==> src/rtl/lcd_pkg.sv <==
// -----------------------------------------------------------------------------
// lcd_pkg
// Shared definitions for the HD44780-style 4-bit LCD write path: driver FSM
// state encoding, default timing constants (cycles at 50 MHz), counter width
// and the instruction codes that need the long execution wait.
// Imported by the driver and by any controller that issues commands to it.
// -----------------------------------------------------------------------------
package lcd_pkg;

  typedef enum logic [3:0] {
    PWRUP,
    IDLE,
    SETUP_H,
    PULSE_H,
    HOLD_H,
    GAP,
    SETUP_L,
    PULSE_L,
    HOLD_L,
    EXEC,
    RDY,
    TURN
  } state_e;

  // Delay counter width; large enough for the 15 ms power-on wait.
  localparam int CNT_W = 20;

  // Default timing, in clock cycles at 50 MHz.
  localparam int DEF_SETUP     = 2;       // 40 ns RS/DB setup before E
  localparam int DEF_EPW       = 13;      // >= 250 ns E high
  localparam int DEF_HOLD      = 1;       // hold after E falls
  localparam int DEF_GAP       = 50;      // 1 us between nibbles
  localparam int DEF_EXEC      = 2100;    // 42 us normal command
  localparam int DEF_EXEC_LONG = 82000;   // 1.64 ms clear/home
  localparam int DEF_PWRUP     = 750000;  // 15 ms power-on
  localparam int DEF_INIT_W1   = 205000;  // 4.1 ms after first wake nibble
  localparam int DEF_INIT_W2   = 5000;    // 100 us after second wake nibble
  localparam int TURN_CYCLES   = 2;       // idle gap after rdy

  // Instruction codes.
  localparam logic [7:0] CMD_CLEAR = 8'h01;
  localparam logic [7:0] CMD_HOME  = 8'h02;

  // Clear and both encodings of return-home (0x02/0x03) need the long wait.
  function automatic logic is_long_cmd(input logic rs, input logic [7:0] b);
    return !rs && (b == CMD_CLEAR || b == CMD_HOME || b == 8'h03);
  endfunction

endpackage

==> src/rtl/lcd_nibble_driver_if.sv <==
// -----------------------------------------------------------------------------
// lcd_nibble_driver_if
// Request/acknowledge handshake between an LCD controller and the nibble
// driver.
//   en      : controller requests a byte write
//   rs_in   : 0 = instruction, 1 = data
//   data_in : byte to write
//   rdy     : one-cycle completion pulse from the driver
//   busy    : driver has a transaction (or power-up) in progress
// Modports: master = controller side, slave = driver side.
// -----------------------------------------------------------------------------
interface lcd_nibble_driver_if;
  logic       en;
  logic       rs_in;
  logic [7:0] data_in;
  logic       rdy;
  logic       busy;

  modport master (output en, rs_in, data_in, input rdy, busy);
  modport slave  (input en, rs_in, data_in, output rdy, busy);
endinterface

==> src/rtl/lcd_delay_counter.sv <==
// -----------------------------------------------------------------------------
// lcd_delay_counter
// Loadable down-counter used for every timed FSM state. Loading N-1 makes
// done rise after N cycles in the state. Saturates at zero (no wrap).
// Ports:
//   clk, rst_n : clock, asynchronous active-low reset (count clears to 0)
//   load       : load load_val this cycle (takes priority over counting)
//   load_val   : value to load
//   cnt_en     : decrement enable
//   done       : count is zero
// -----------------------------------------------------------------------------
module lcd_delay_counter
  import lcd_pkg::*;
(
  input  logic             clk,
  input  logic             rst_n,
  input  logic             load,
  input  logic [CNT_W-1:0] load_val,
  input  logic             cnt_en,
  output logic             done
);

  logic [CNT_W-1:0] cnt_q, cnt_d;

  // NOTE: give every combinational output a default first so no path leaves
  // it unassigned, otherwise synthesis infers a latch.
  always_comb begin
    cnt_d = cnt_q;
    if (load) begin
      cnt_d = load_val;
    end else if (cnt_en && cnt_q != '0) begin
      cnt_d = cnt_q - 1'b1;
    end
  end

  // NOTE: sequential state uses non-blocking assignments so all flops sample
  // their inputs from the same pre-edge values.
  always_ff @(posedge clk or negedge rst_n) begin
    if (!rst_n) begin
      cnt_q <= '0;
    end else begin
      cnt_q <= cnt_d;
    end
  end

  assign done = (cnt_q == '0);

endmodule

==> src/rtl/lcd_nibble_driver.sv <==
// -----------------------------------------------------------------------------
// lcd_nibble_driver
// Writes one byte to an HD44780-style LCD over a 4-bit bus: high nibble,
// gap, low nibble, then the command execution wait, then a one-cycle rdy.
// Waits the power-on delay after reset before accepting requests.
// Optional: define LCD_DRV_INIT_SEQ_EN to emit the 4-bit wake sequence
// (nibbles 3,3,3,2) after power-on and before the first IDLE.
// Ports:
//   clk, rst_n : clock, asynchronous active-low reset
//   host       : lcd_nibble_driver_if.slave (en/rs_in/data_in in, rdy/busy out)
//   lcd_rs     : register select to the panel
//   lcd_rw     : read/write, always write (0)
//   lcd_e      : enable strobe
//   lcd_db     : DB7..DB4
// All panel and handshake outputs are registered.
// -----------------------------------------------------------------------------
module lcd_nibble_driver
  import lcd_pkg::*;
#(
  parameter int P_SETUP     = DEF_SETUP,
  parameter int P_EPW       = DEF_EPW,
  parameter int P_HOLD      = DEF_HOLD,
  parameter int P_GAP       = DEF_GAP,
  parameter int P_EXEC      = DEF_EXEC,
  parameter int P_EXEC_LONG = DEF_EXEC_LONG,
  parameter int P_PWRUP     = DEF_PWRUP
`ifdef LCD_DRV_INIT_SEQ_EN
  , parameter int P_INIT_W1 = DEF_INIT_W1
  , parameter int P_INIT_W2 = DEF_INIT_W2
`endif
) (
  input  logic                clk,
  input  logic                rst_n,
  lcd_nibble_driver_if.slave  host,
  output logic                lcd_rs,
  output logic                lcd_rw,
  output logic                lcd_e,
  output logic [3:0]          lcd_db
);

  // Counter load values: a state lasting N cycles loads N-1.
  localparam logic [CNT_W-1:0] LD_SETUP = CNT_W'(P_SETUP - 1);
  localparam logic [CNT_W-1:0] LD_EPW   = CNT_W'(P_EPW - 1);
  localparam logic [CNT_W-1:0] LD_HOLD  = CNT_W'(P_HOLD - 1);
  localparam logic [CNT_W-1:0] LD_GAP   = CNT_W'(P_GAP - 1);
  localparam logic [CNT_W-1:0] LD_EXEC  = CNT_W'(P_EXEC - 1);
  localparam logic [CNT_W-1:0] LD_LONG  = CNT_W'(P_EXEC_LONG - 1);
  localparam logic [CNT_W-1:0] LD_TURN  = CNT_W'(TURN_CYCLES - 1);
  // The counter clears to 0 on reset, so PWRUP spends its first cycle
  // arming the counter; hence two fewer than the full wait.
  localparam logic [CNT_W-1:0] LD_PWRUP = CNT_W'(P_PWRUP - 2);
`ifdef LCD_DRV_INIT_SEQ_EN
  localparam logic [CNT_W-1:0] LD_INIT1 = CNT_W'(P_INIT_W1 - 1);
  localparam logic [CNT_W-1:0] LD_INIT2 = CNT_W'(P_INIT_W2 - 1);
`endif

  state_e     state_q, state_d;
  logic       armed_q, armed_d;
  logic       rs_q, rs_d;
  logic [7:0] data_q, data_d;
  logic       rdy_q, rdy_d;
  logic       busy_q, busy_d;
  logic       lcd_e_q, lcd_e_d;
  logic       lcd_rs_q, lcd_rs_d;
  logic [3:0] lcd_db_q, lcd_db_d;
`ifdef LCD_DRV_INIT_SEQ_EN
  logic       init_q, init_d;
  logic [1:0] step_q, step_d;
`endif

  logic             ld;
  logic [CNT_W-1:0] ld_val;
  logic             cnt_done;
  logic             in_h, in_l;

  lcd_delay_counter u_delay (
    .clk      (clk),
    .rst_n    (rst_n),
    .load     (ld),
    .load_val (ld_val),
    .cnt_en   (state_q != IDLE),
    .done     (cnt_done)
  );

  always_comb begin
    state_d = state_q;
    armed_d = armed_q;
    rs_d    = rs_q;
    data_d  = data_q;
    ld      = 1'b0;
    ld_val  = '0;
`ifdef LCD_DRV_INIT_SEQ_EN
    init_d  = init_q;
    step_d  = step_q;
`endif

    unique case (state_q)
      PWRUP: begin
        if (!armed_q) begin
          armed_d = 1'b1;
          ld      = 1'b1;
          ld_val  = LD_PWRUP;
        end else if (cnt_done) begin
`ifdef LCD_DRV_INIT_SEQ_EN
          state_d = SETUP_H;
          init_d  = 1'b1;
          step_d  = 2'd0;
          rs_d    = 1'b0;
          data_d  = 8'h30;
`else
          state_d = IDLE;
`endif
        end
      end
      IDLE: begin
        if (host.en) begin
          rs_d    = host.rs_in;
          data_d  = host.data_in;
          state_d = SETUP_H;
        end
      end
      SETUP_H: if (cnt_done) state_d = PULSE_H;
      PULSE_H: if (cnt_done) state_d = HOLD_H;
      HOLD_H: begin
        if (cnt_done) begin
          state_d = GAP;
`ifdef LCD_DRV_INIT_SEQ_EN
          // Wake nibbles are single 4-bit writes: no low nibble.
          if (init_q) state_d = EXEC;
`endif
        end
      end
      GAP:     if (cnt_done) state_d = SETUP_L;
      SETUP_L: if (cnt_done) state_d = PULSE_L;
      PULSE_L: if (cnt_done) state_d = HOLD_L;
      HOLD_L:  if (cnt_done) state_d = EXEC;
      EXEC: begin
        if (cnt_done) begin
          state_d = RDY;
`ifdef LCD_DRV_INIT_SEQ_EN
          if (init_q) begin
            if (step_q == 2'd3) begin
              init_d  = 1'b0;
              state_d = IDLE;
            end else begin
              step_d  = step_q + 2'd1;
              data_d  = (step_q == 2'd2) ? 8'h20 : 8'h30;
              state_d = SETUP_H;
            end
          end
`endif
        end
      end
      RDY:  state_d = TURN;
      TURN: if (cnt_done) state_d = IDLE;
      default: state_d = PWRUP;
    endcase

    // Every state entry reloads the counter with that state's duration.
    if (state_d != state_q) begin
      ld = 1'b1;
      unique case (state_d)
        SETUP_H, SETUP_L: ld_val = LD_SETUP;
        PULSE_H, PULSE_L: ld_val = LD_EPW;
        HOLD_H, HOLD_L:   ld_val = LD_HOLD;
        GAP:              ld_val = LD_GAP;
        TURN:             ld_val = LD_TURN;
        EXEC: begin
`ifdef LCD_DRV_INIT_SEQ_EN
          if (init_q) begin
            unique case (step_q)
              2'd0:    ld_val = LD_INIT1;
              2'd1:    ld_val = LD_INIT2;
              default: ld_val = LD_EXEC;
            endcase
          end else
`endif
          ld_val = is_long_cmd(rs_q, data_q) ? LD_LONG : LD_EXEC;
        end
        default: ld_val = '0;
      endcase
    end

    // Outputs are derived from the next state so they change together with it.
    in_h     = state_d inside {SETUP_H, PULSE_H, HOLD_H};
    in_l     = state_d inside {SETUP_L, PULSE_L, HOLD_L};
    lcd_e_d  = state_d inside {PULSE_H, PULSE_L};
    lcd_rs_d = (in_h || in_l) && rs_d;
    lcd_db_d = in_h ? data_d[7:4] : (in_l ? data_d[3:0] : 4'h0);
    busy_d   = (state_d != IDLE);
    rdy_d    = (state_d == RDY);
  end

  always_ff @(posedge clk or negedge rst_n) begin
    if (!rst_n) begin
      state_q  <= PWRUP;
      armed_q  <= 1'b0;
      rs_q     <= 1'b0;
      data_q   <= '0;
      rdy_q    <= 1'b0;
      busy_q   <= 1'b1;
      lcd_e_q  <= 1'b0;
      lcd_rs_q <= 1'b0;
      lcd_db_q <= '0;
`ifdef LCD_DRV_INIT_SEQ_EN
      init_q   <= 1'b0;
      step_q   <= 2'd0;
`endif
    end else begin
      state_q  <= state_d;
      armed_q  <= armed_d;
      rs_q     <= rs_d;
      data_q   <= data_d;
      rdy_q    <= rdy_d;
      busy_q   <= busy_d;
      lcd_e_q  <= lcd_e_d;
      lcd_rs_q <= lcd_rs_d;
      lcd_db_q <= lcd_db_d;
`ifdef LCD_DRV_INIT_SEQ_EN
      init_q   <= init_d;
      step_q   <= step_d;
`endif
    end
  end

  assign host.rdy  = rdy_q;
  assign host.busy = busy_q;
  assign lcd_e     = lcd_e_q;
  assign lcd_rs    = lcd_rs_q;
  assign lcd_db    = lcd_db_q;
  assign lcd_rw    = 1'b0;

endmodule
==> src/flat_wrapper.sv <==
// flat-port wrapper written by rule: the top's interface ports become plain ports
module lcd_nibble_driver_flat import lcd_pkg::*;
#(
  parameter int P_SETUP     = DEF_SETUP,
  parameter int P_EPW       = DEF_EPW,
  parameter int P_HOLD      = DEF_HOLD,
  parameter int P_GAP       = DEF_GAP,
  parameter int P_EXEC      = DEF_EXEC,
  parameter int P_EXEC_LONG = DEF_EXEC_LONG,
  parameter int P_PWRUP     = DEF_PWRUP

)
  (clk, rst_n, lcd_rs, lcd_rw, lcd_e, lcd_db, host_en, host_rs_in, host_data_in, host_rdy, host_busy);
  lcd_nibble_driver_if host_i ();
  input  logic clk;
  input  logic rst_n;
  output logic lcd_rs;
  output logic lcd_rw;
  output logic lcd_e;
  output logic [3:0] lcd_db;
  input wire logic [$bits(host_i.en)-1:0] host_en;
  input wire logic [$bits(host_i.rs_in)-1:0] host_rs_in;
  input wire logic [$bits(host_i.data_in)-1:0] host_data_in;
  output wire logic [$bits(host_i.rdy)-1:0] host_rdy;
  output wire logic [$bits(host_i.busy)-1:0] host_busy;
  assign host_i.en = host_en;
  assign host_i.rs_in = host_rs_in;
  assign host_i.data_in = host_data_in;
  assign host_rdy = host_i.rdy;
  assign host_busy = host_i.busy;
  lcd_nibble_driver #(.P_SETUP(P_SETUP), .P_EPW(P_EPW), .P_HOLD(P_HOLD), .P_GAP(P_GAP), .P_EXEC(P_EXEC), .P_EXEC_LONG(P_EXEC_LONG), .P_PWRUP(P_PWRUP)) u_core (.clk(clk), .rst_n(rst_n), .host(host_i), .lcd_rs(lcd_rs), .lcd_rw(lcd_rw), .lcd_e(lcd_e), .lcd_db(lcd_db));
endmodule
==> config.mk <==
export PLATFORM = sky130hd
export DESIGN_NAME = lcd_nibble_driver_flat
export DESIGN_NICKNAME = d
export VERILOG_FILES = /design/src/rtl/lcd_pkg.sv /design/src/rtl/lcd_nibble_driver_if.sv /design/src/rtl/lcd_delay_counter.sv /design/src/rtl/lcd_nibble_driver.sv /design/src/flat_wrapper.sv
export SDC_FILE = /design/constraint.sdc
export NUM_CORES = 1
export LEC_CHECK = 0
export ABC_AREA = 1
export CORE_MARGIN = 3
export CORE_UTILIZATION = 50
export DETAILED_ROUTE_END_ITERATION = 12
export GPL_TIMING_DRIVEN = 0
export PLACE_DENSITY = 0.7
export REMOVE_ABC_BUFFERS = 1
export SLEW_MARGIN = 20
export SYNTH_ARGS = -nofsm -noshare
export SYNTH_HDL_FRONTEND = slang
export SYNTH_SLANG_ARGS = --single-unit
==> constraint.sdc <==
create_clock -name clk -period 3.6 [get_ports clk]
set_input_delay 0.9 -clock clk [delete_from_list [all_inputs] [get_ports clk]]
set_output_delay 0.9 -clock clk [all_outputs]
set_load 0.02 [all_outputs]
==> metrics.md, run 1 <==
| Metric | Value |
|---|---|
| Post-DRT Antenna Nets | 0 |
| Average cell area after synthesis | 7.66 sq um |
| Element type at the critical path end | flop |
| Setup repair after global routing missed its margin | no |
| Die ar. | 5930 sq um |
| Final weighted congestion in routability-driven placement | 0.861 |
| Placement Cell Area | 2790 sq um |
| Grt total ovfl | 0 |
| Ratio of routed vias to standard cells | 5.07 |
| Sw Share | 20.3% |
| Number of vias in the routed layout | 2129 |
| Final setup vio count | 0 |
| Aggregate routed wire length | 5.17 mm |
| Crit-path max FO | 16 |
| Sequential group share of total power | 58.9% |
| Cell type of the slowest stage on the worst timing path | clkdlybuf4s50_1 |
| Post-route cell area | 2880 sq um |
| Clock transition time at the flip-flop clock pins of the worst setup and hold paths | 70 ps |
| Post-detailed-route DRC marker count | 0 |
| Adder-cell area share of the yosys netlist | 0.497% |
| GR Util met3 | 3.40% |
| Library cell used as clock root buffer | clkbuf_8 |
| Drt first pass iters | 7 |
| Wire length of the first global-routing pass | 9.18 mm |
| Post-cts hold buffer count | 0 |
| Final standard cell count with taps included and fillers excluded | 420 |
| Main combinational cell family by area after synthesis | simple AND/OR/NAND/NOR gates |
| Post-layout net count | 365 |
| Most used cell along the critical path | nand2_1 |
| Number of storage elements in the synthesis netlist | 42 |
| Multiplexer area fraction after synthesis | 0% |
| Most congested layer reported by global routing | met2 |
| Internal Dissipation | 638 uW |
| Type of origin of the critical path | input port |
| Met2 usage in global routing | 29.8% |
| Fraction of layout cells with a size suffix above 1 | 11.0% |
| Data arrival time at the worst-slack endpoint | 2830 ps |
| Quantity of I/O buffers inserted on ports | 19 |
| Antenna violations before repair | 0 |
| Kind of critical path | in -> reg |
| Net switching power of the design | 163 uW |
| Synth Cell Area | 2520 sq um |
| Combined flip-flop and latch cell area | 1050 sq um |
| Comb pwr share | 3.0% |
| Combined area of the multi-input logic cells | 1250 sq um |
| Cts bufs inserted | 5 |
| Violation count after the first detailed-routing iteration | 157 |
| Tmin final | 2600 ps |
| Maximum number of buffers from clock root to sink | 2 |
| Count of max-cap constraint violations | 0 |
| Instance count of the mapped netlist | 329 |
| Effective utilization at floorplan | 52.6% |
| Total core area | 4790 sq um |
| Cell Pwr Density | 278 nW/um^2 |
| Post-synthesis sequential area ratio | 41.8% |
| Ports | 21 |
| Fill cells | 437 |
| Area share of and/or/nand/nor cells after synthesis | 35.5% |
| GR Util met1 | 27.3% |
| Static leakage | 1.45 nW |
| Slew Viols, Final | 0 |
| PostCTS Resize Cnt | 0 |
| Insertion delay to the later sink of the worst-skew pair | 290 ps |
| Horiz. Die Dim | 77.0 um |
| Routed wire length per instance | 12.3 um |
| Number of diodes | 0 |
| Worst VDD drop | 0.203 mV |
| Sum of net half-perimeters after detailed placement | 3.90 mm |
| HP Class | reg -> reg |
| Setup fix buffers added after clock tree synthesis | 0 |
| Max Clk Rate | 385 MHz |
| Die height | 77.0 um |
| Largest stage delay on the critical path | 470 ps |
| Clock power frac | 38.1% |
| Final Hold Violating Endpoints | 0 |
| Warnings from Yosys | 0 |
| Tot GR Track Use | 19.2% |
| Xor/xnor cell area share of the yosys netlist | 5.56% |
| Share of the synthesized area in compound gates (AO/OA/AOI/OAI) | 8.15% |
| Post-route clock skew | 4.56 ps |
| Clock H-tree levels | 2 |
| Maximum number of pins on one net before global-route repair | 29 |
| Hold Slack | 487 ps |
| Clock sink count | 42 |
| Clock tree from TritonCTS | done |
| Yosys cell types | 39 |
| Status | finished clean |
| Via count of the first global-routing pass | 2038 |
| Worst path required time | 3830 ps |
| Area added between synthesis and finish | 14.3% |
| Std cell rows | 25 |
| Summed negative setup slack over all endpoints | 0 ps |
| Final period util | 72.2% |
| Cells along the critical path | clkdlybuf4s50_1 > inv_1 > nand2_2 > o21ai_0 > nor2_1 > nand2_4 > nand2_4 > nand2_8 > nor2_8 > nand2_1 > nand2_1 > nand2_1 > nand2_1 |
| Count of placed standard cells including taps | 412 |
[cell families (layout without fill, tap and decap cells)]
family,count (synthesis),in the layout
fa+ha+maj,1,1
compound gates,32,32
simple gates,182,182
xor+xnor,16,16
flops,42,42
other cells,1,1
buf+inv,55,79
[critical path: cells and delay by family]
kind | cells | cell delay, ps
compound gates | 1 | 150
buf+inv | 2 | 520
simple gates | 10 | 1250
[power groups by stage]
stage	sequential, mW	clock (mW)	combinational, mW
CTS	0.471	0.316	0.0248
global route	0.471	0.339	0.0269
detailed placement	0.481	0	0.0248
finish	0.471	0.305	0.0239
global placement	0.481	0	0.0227
floorplan	0.481	0	0.00120
[sequential cells by signal, indices dropped and copies added (netlist names)]
name / count
u_core.u_delay.cnt_q: 20
u_core.data_q: 8
u_core.lcd_db: 4
u_core.state_q: 4
u_core.armed_q: 1
u_core.host.busy: 1
u_core.host.rdy: 1
u_core.lcd_e: 1
u_core.lcd_rs: 1
u_core.rs_q: 1
[final timing paths]
path                                              start                        to  slack, ps  cells past startpoint
worst max register to register        u_core.state_q[1]   u_core.u_delay.cnt_q[5]       1420                     13
worst min register to register  u_core.u_delay.cnt_q[0]   u_core.u_delay.cnt_q[0]        490                      2
max in group asynchronous                         rst_n          u_core.data_q[0]       2620                      2
worst min-delay path            u_core.u_delay.cnt_q[0]   u_core.u_delay.cnt_q[0]        490                      2
worst max-delay path                            host_en   u_core.u_delay.cnt_q[6]       1000                     13
min in group asynchronous                         rst_n  u_core.u_delay.cnt_q[12]        510                      1
[stage by stage]
stage / power, mW / util [%] / setup WS, ps
4_1_cts: 0.812 / 60.2 / 998
5_1_grt: 0.837 / 60.2 / 803
3_5_place_dp: 0.505 / 58.2 / 699
2_1_floorplan: 0.482 / - / 1520
3_3_place_gp: 0.504 / 57.9 / 518
6_report: 0.801 / 60.2 / 1000
[placed cells by master, fill, tap and decap left out, drive strengths merged, types with 7 or more instances in the layout]
cell and n:
nand2 102, nor3 7, nor2 36, a21oi 7, clkbuf 7, inv 50
o21ai 16, clkdlybuf4s50 18, xor2 12, nand3 20, dfrtp 41, nand4 11
[area by class of cell]
type	instances	share of cell area (%)
inverters	51	6.65
multi-input cells	232	43.6
clock buffers	7	3.00
well taps	67	2.91
repair buffers	20	7.13
clock inverters	1	0.174
flip-flops and latches	42	36.5
[layer usage]
metal	up-vias	share of wire, %
met2	54	45
li1	1078	-
met1	990	49
met5	-	0
met3	7	4.1
met4	0	1.5
[synth_stat cells]
cell	instances	area share, %
a2111o_1	1	0.45
a21oi_1	6	1.2
a21oi_4	1	0.65
a22oi_1	6	1.8
buf_2	1	0.20
buf_4	1	0.30
clkbuf_1	2	0.30
clkinv_1	1	0.15
conb_1	1	0.15
dfrtp_1	41	41
dfstp_2	1	1.0
ha_1	1	0.50
inv_1	46	6.9
inv_2	4	0.60
nand2_1	95	14
nand2_2	4	0.99
nand2_4	2	0.89
nand2_8	1	0.79
nand2b_1	1	0.25
nand3_1	17	3.4
nand3_2	2	0.79
nand3_4	1	0.70
nand3b_1	1	0.30
nand4_1	11	2.7
nor2_1	28	4.2
nor2_2	4	0.99
nor2_4	2	0.89
nor2_8	2	1.6
nor3_1	6	1.2
nor3_4	1	0.65
nor4_1	1	0.25
o211ai_1	1	0.30
o21a_1	1	0.30
o21ai_0	11	2.2
o21ai_1	3	0.60
o21ai_2	2	0.70
or2_2	3	0.75
xnor2_1	4	1.4
xor2_1	12	4.2
No activity file was read; power rests on OpenSTA's default activity.
==> run 2, diff against run 1 <==
==> constraint.sdc (replaced) <==
create_clock -name clk -period 2.4 [get_ports clk]
set_input_delay 0.6 -clock clk [delete_from_list [all_inputs] [get_ports clk]]
set_output_delay 0.6 -clock clk [all_outputs]
set_load 0.02 [all_outputs]
==> run 2 against run 1 <==
Net effect:
- register-to-register slack worse by 1200 ps
- final area up 0.26%
- first-iteration DRC count stayed put
- wire length hardly changed
- sequential power is 50% higher
- clock skew about the same
- critical path depth did not move
- flip-flop and latch count unchanged
- power rose by 50%
- non-clock buffer count unchanged
- cell count unchanged
- count of clock-buffer cells in the layout unchanged
- critical endpoint unchanged
- highest routed layer unchanged
==> metrics.md, run 2 (synthesis gave the netlist of run 1 again) <==
| Metric | Value |
|---|---|
| Post-layout net count | 365 (unchanged) |
| Type of origin of the critical path | input port (unchanged) |
| Post-route clock skew | 4.98 ps (was 4.56 ps) |
| R2R cell count | 14 (was 13) |
| Flip-flop count of the largest register, all copies and words added | 20 (unchanged) |
| Std cell rows | 25 (unchanged) |
| Aggregate routed wire length | 5.17 mm (about the same) |
| Tmin final | 2180 ps |
| Die ar. | 5930 sq um (unchanged) |
| Max Clk Rate | 458 MHz |
| Horiz. Die Dim | 77.0 um (unchanged) |
| Cell Pwr Density | 416 nW/um^2 (was 278 nW/um^2) |
| Fill cells | 436 (was 437) |
| Total core area | 4790 sq um (unchanged) |
| Worst reg2reg startpoint | u_core.u_delay.cnt_q[0] (was u_core.state_q[1]) |
| Crit-path max FO | 16 (unchanged) |
| Final weighted congestion in routability-driven placement | 0.861 (unchanged) |
| Count of placed standard cells including taps | 412 (unchanged) |
| Static leakage | 1.46 nW (was 1.45 nW) |
| Tot GR Track Use | 19.2% (unchanged) |
| Wire length of the first global-routing pass | 9.18 mm (unchanged) |
| Setup repair after global routing missed its margin | no (unchanged) |
| Worst path required time | 2630 ps (was 3830 ps) |
| Grt total ovfl | 0 (unchanged) |
| Count of max-cap constraint violations | 0 (unchanged) |
| Family with the most delay on the worst path | simple AND/OR/NAND/NOR gates (unchanged) |
| Cells along the critical path | clkdlybuf4s50_1 > inv_1 > nand2_4 > o21ai_0 > nor2_1 > nand2_4 > nand2_4 > nand2_8 > nor2_8 > nand2_1 > nand2_1 > nand2_1 > nand2_1 (was clkdlybuf4s50_1 > inv_1 > nand2_2 > o21ai_0 > nor2_1 > nand2_4 > nand2_4 > nand2_8 > nor2_8 > nand2_1 > nand2_1 > nand2_1 > nand2_1) |
| Reg-to-reg critical path endpoint | u_core.u_delay.cnt_q[6] (was u_core.u_delay.cnt_q[5]) |
| Top metal layer carrying routed signals | met4 (unchanged) |
| Place WS | -201 ps (was 699 ps) |
| Die height | 77.0 um (unchanged) |
| Final Hold Violating Endpoints | 0 (unchanged) |
| Effective utilization at floorplan | 52.6% (unchanged) |
| Ports | 21 (unchanged) |
| Number of diodes | 0 (unchanged) |
| Hold Slack | 212 ps (was 487 ps) |
| Most common library cell in the layout ignoring fill and taps | nand2_1 (unchanged) |
| Maximum number of buffers from clock root to sink | 2 (unchanged) |
| Routed wire length per instance | 12.3 um (about the same) |
| Setup fix buffers added after clock tree synthesis | 0 (unchanged) |
| PostCTS Resize Cnt | 0 (unchanged) |
| Violation count after the first detailed-routing iteration | 157 (unchanged) |
| Slew Viols, Final | 0 (unchanged) |
| Final standard cell count with taps included and fillers excluded | 420 (unchanged) |
| Most used cell along the critical path | nand2_1 (unchanged) |
| Final period util | 91.0% |
| Clock tree from TritonCTS | done (unchanged) |
| Summed negative setup slack over all endpoints | 0 ps (unchanged) |
| Area added between synthesis and finish | 14.6% (was 14.3%) |
| Clock sink count | 42 (unchanged) |
| Register ranked first by flip-flop count | u_core.u_delay.cnt_q (unchanged) |
| Clock transition time at the flip-flop clock pins of the worst setup and hold paths | 80 ps (was 70 ps) |
| Met3 layer wire length in the routed design | 189 um (was 213 um) |
| Post-detailed-route DRC marker count | 0 (unchanged) |
| Sum of routed wire segments on met1 | 2.60 mm (was 2.54 mm) |
| Drt first pass iters | 4 (was 7) |
| Ratio of routed vias to standard cells | 5.03 (was 5.07) |
| Largest regs | u_core.u_delay.cnt_q (20), u_core.data_q (8) (unchanged) |
| Antenna violations before repair | 0 (unchanged) |
| Element type at the critical path end | flop (unchanged) |
| PnR worst setup slack | 216 ps (was 1000 ps) |
| Placement Cell Area | 2790 sq um (unchanged) |
| Register-to-register path setup slack | 260 ps (was 1420 ps) |
| Leading cell types in the layout, fill and taps excluded | nand2_1 (95), inv_1 (46), dfrtp_1 (41), nor2_1 (27), clkdlybuf4s50_1 (18) (was nand2_1 (95), inv_1 (46), dfrtp_1 (41), nor2_1 (28), clkdlybuf4s50_1 (18)) |
| Maximum number of pins on one net before global-route repair | 29 (unchanged) |
| Clock H-tree levels | 2 (unchanged) |
| Cell type of the slowest stage on the worst timing path | clkdlybuf4s50_1 (unchanged) |
| Worst Path Buf+Inv | 2 (unchanged) |
| Sum of net half-perimeters after detailed placement | 3.90 mm (unchanged) |
| Kind of critical path | in -> reg (unchanged) |
| HP Class | in -> async (was reg -> reg) |
| Status | finished clean (unchanged) |
| Quantity of I/O buffers inserted on ports | 19 (unchanged) |
| Post-cts hold buffer count | 0 (unchanged) |
| Data arrival time at the worst-slack endpoint | 2410 ps (was 2830 ps) |
| Number of vias in the routed layout | 2111 (was 2129) |
| Library cell used as clock root buffer | clkbuf_8 (unchanged) |
| Tot Pwr | 1.20 mW (was 801 uW) |
| Post-route cell area | 2890 sq um (was 2880 sq um) |
| Insertion delay to the later sink of the worst-skew pair | 290 ps (about the same) |
| Core occupancy in the finished layout | 60.3% (was 60.2%) |
| Post-DRT Antenna Nets | 0 (unchanged) |
| Met2 routed wirelength | 2.34 mm (was 2.33 mm) |
| Via count of the first global-routing pass | 2038 (unchanged) |
| Worst VDD drop | 0.305 mV (was 0.203 mV) |
| Largest stage delay on the critical path | 470 ps (about the same) |
| Cts bufs inserted | 5 (unchanged) |
| Fraction of layout cells with a size suffix above 1 | 11.3% (was 11.0%) |
| Final setup vio count | 0 (unchanged) |
==> run 2: cell types whose count changed in the layout (fill, tap and decap cells not counted) <==
| cell | change |
|---|---|
| nor2_2 | +1 |
| nand2_2 | -1 |
| nand2_4 | +1 |
| nor2_1 | -1 |
==> run 2: where the power goes <==
group,switching [mW],total (mW),leakage (nW),internal [mW]
clock,0.226,0.458,0.0482,0.232
combinational,0.0182,0.0362,0.988,0.0180
sequential,0,0.707,0.422,0.707
total,0.244,1.20,1.46,0.957
==> run 2: routing by layer <==
metal  up-vias  global-route usage [%]
li1       1080                       -
met1       987                    27.3
met2        40                    29.8
met3         4                    3.40
met4         0                    6.05
met5         -                       0
==> run 2: worst max path at each step <==
| stage | slack, ps | from | cells past startpoint | end |
|---|---|---|---|---|
| after floorplan | 550 | u_core.u_delay.cnt_q[0] | 13 | u_core.lcd_db[0] |
| after global placement | -380 | rst_n | 1 | u_core.data_q[3] |
| after detailed placement | -200 | host_en | 13 | u_core.u_delay.cnt_q[6] |
| after CTS | 100 | host_en | 13 | u_core.u_delay.cnt_q[6] |
| after global routing | 10 | u_core.u_delay.cnt_q[0] | 14 | u_core.u_delay.cnt_q[6] |
| final | 220 | host_en | 13 | u_core.u_delay.cnt_q[6] |
==> run 2: cell type report <==
type                       instances  area (sq um)  area share, %
clock buffer                       7          86.3           2.99
clock inverter                     1          5.00          0.173
inverter                          51           191           6.63
multi-input combinational        232          1260           43.7
sequential                        42          1050           36.5
tap                               67          83.8           2.90
timing repair buffer              20           205           7.11
==> run 3, diff against run 2 <==
==> constraint.sdc (replaced) <==
create_clock -name clk -period 2.4 [get_ports clk]
set_input_delay 0.6 -clock clk [delete_from_list [all_inputs] [get_ports clk]]
set_output_delay 0.6 -clock clk [all_outputs]
set_load 0.005 [all_outputs]
==> results of run 3 <==
The final DEF is identical to that of run 2. Status: finished clean.
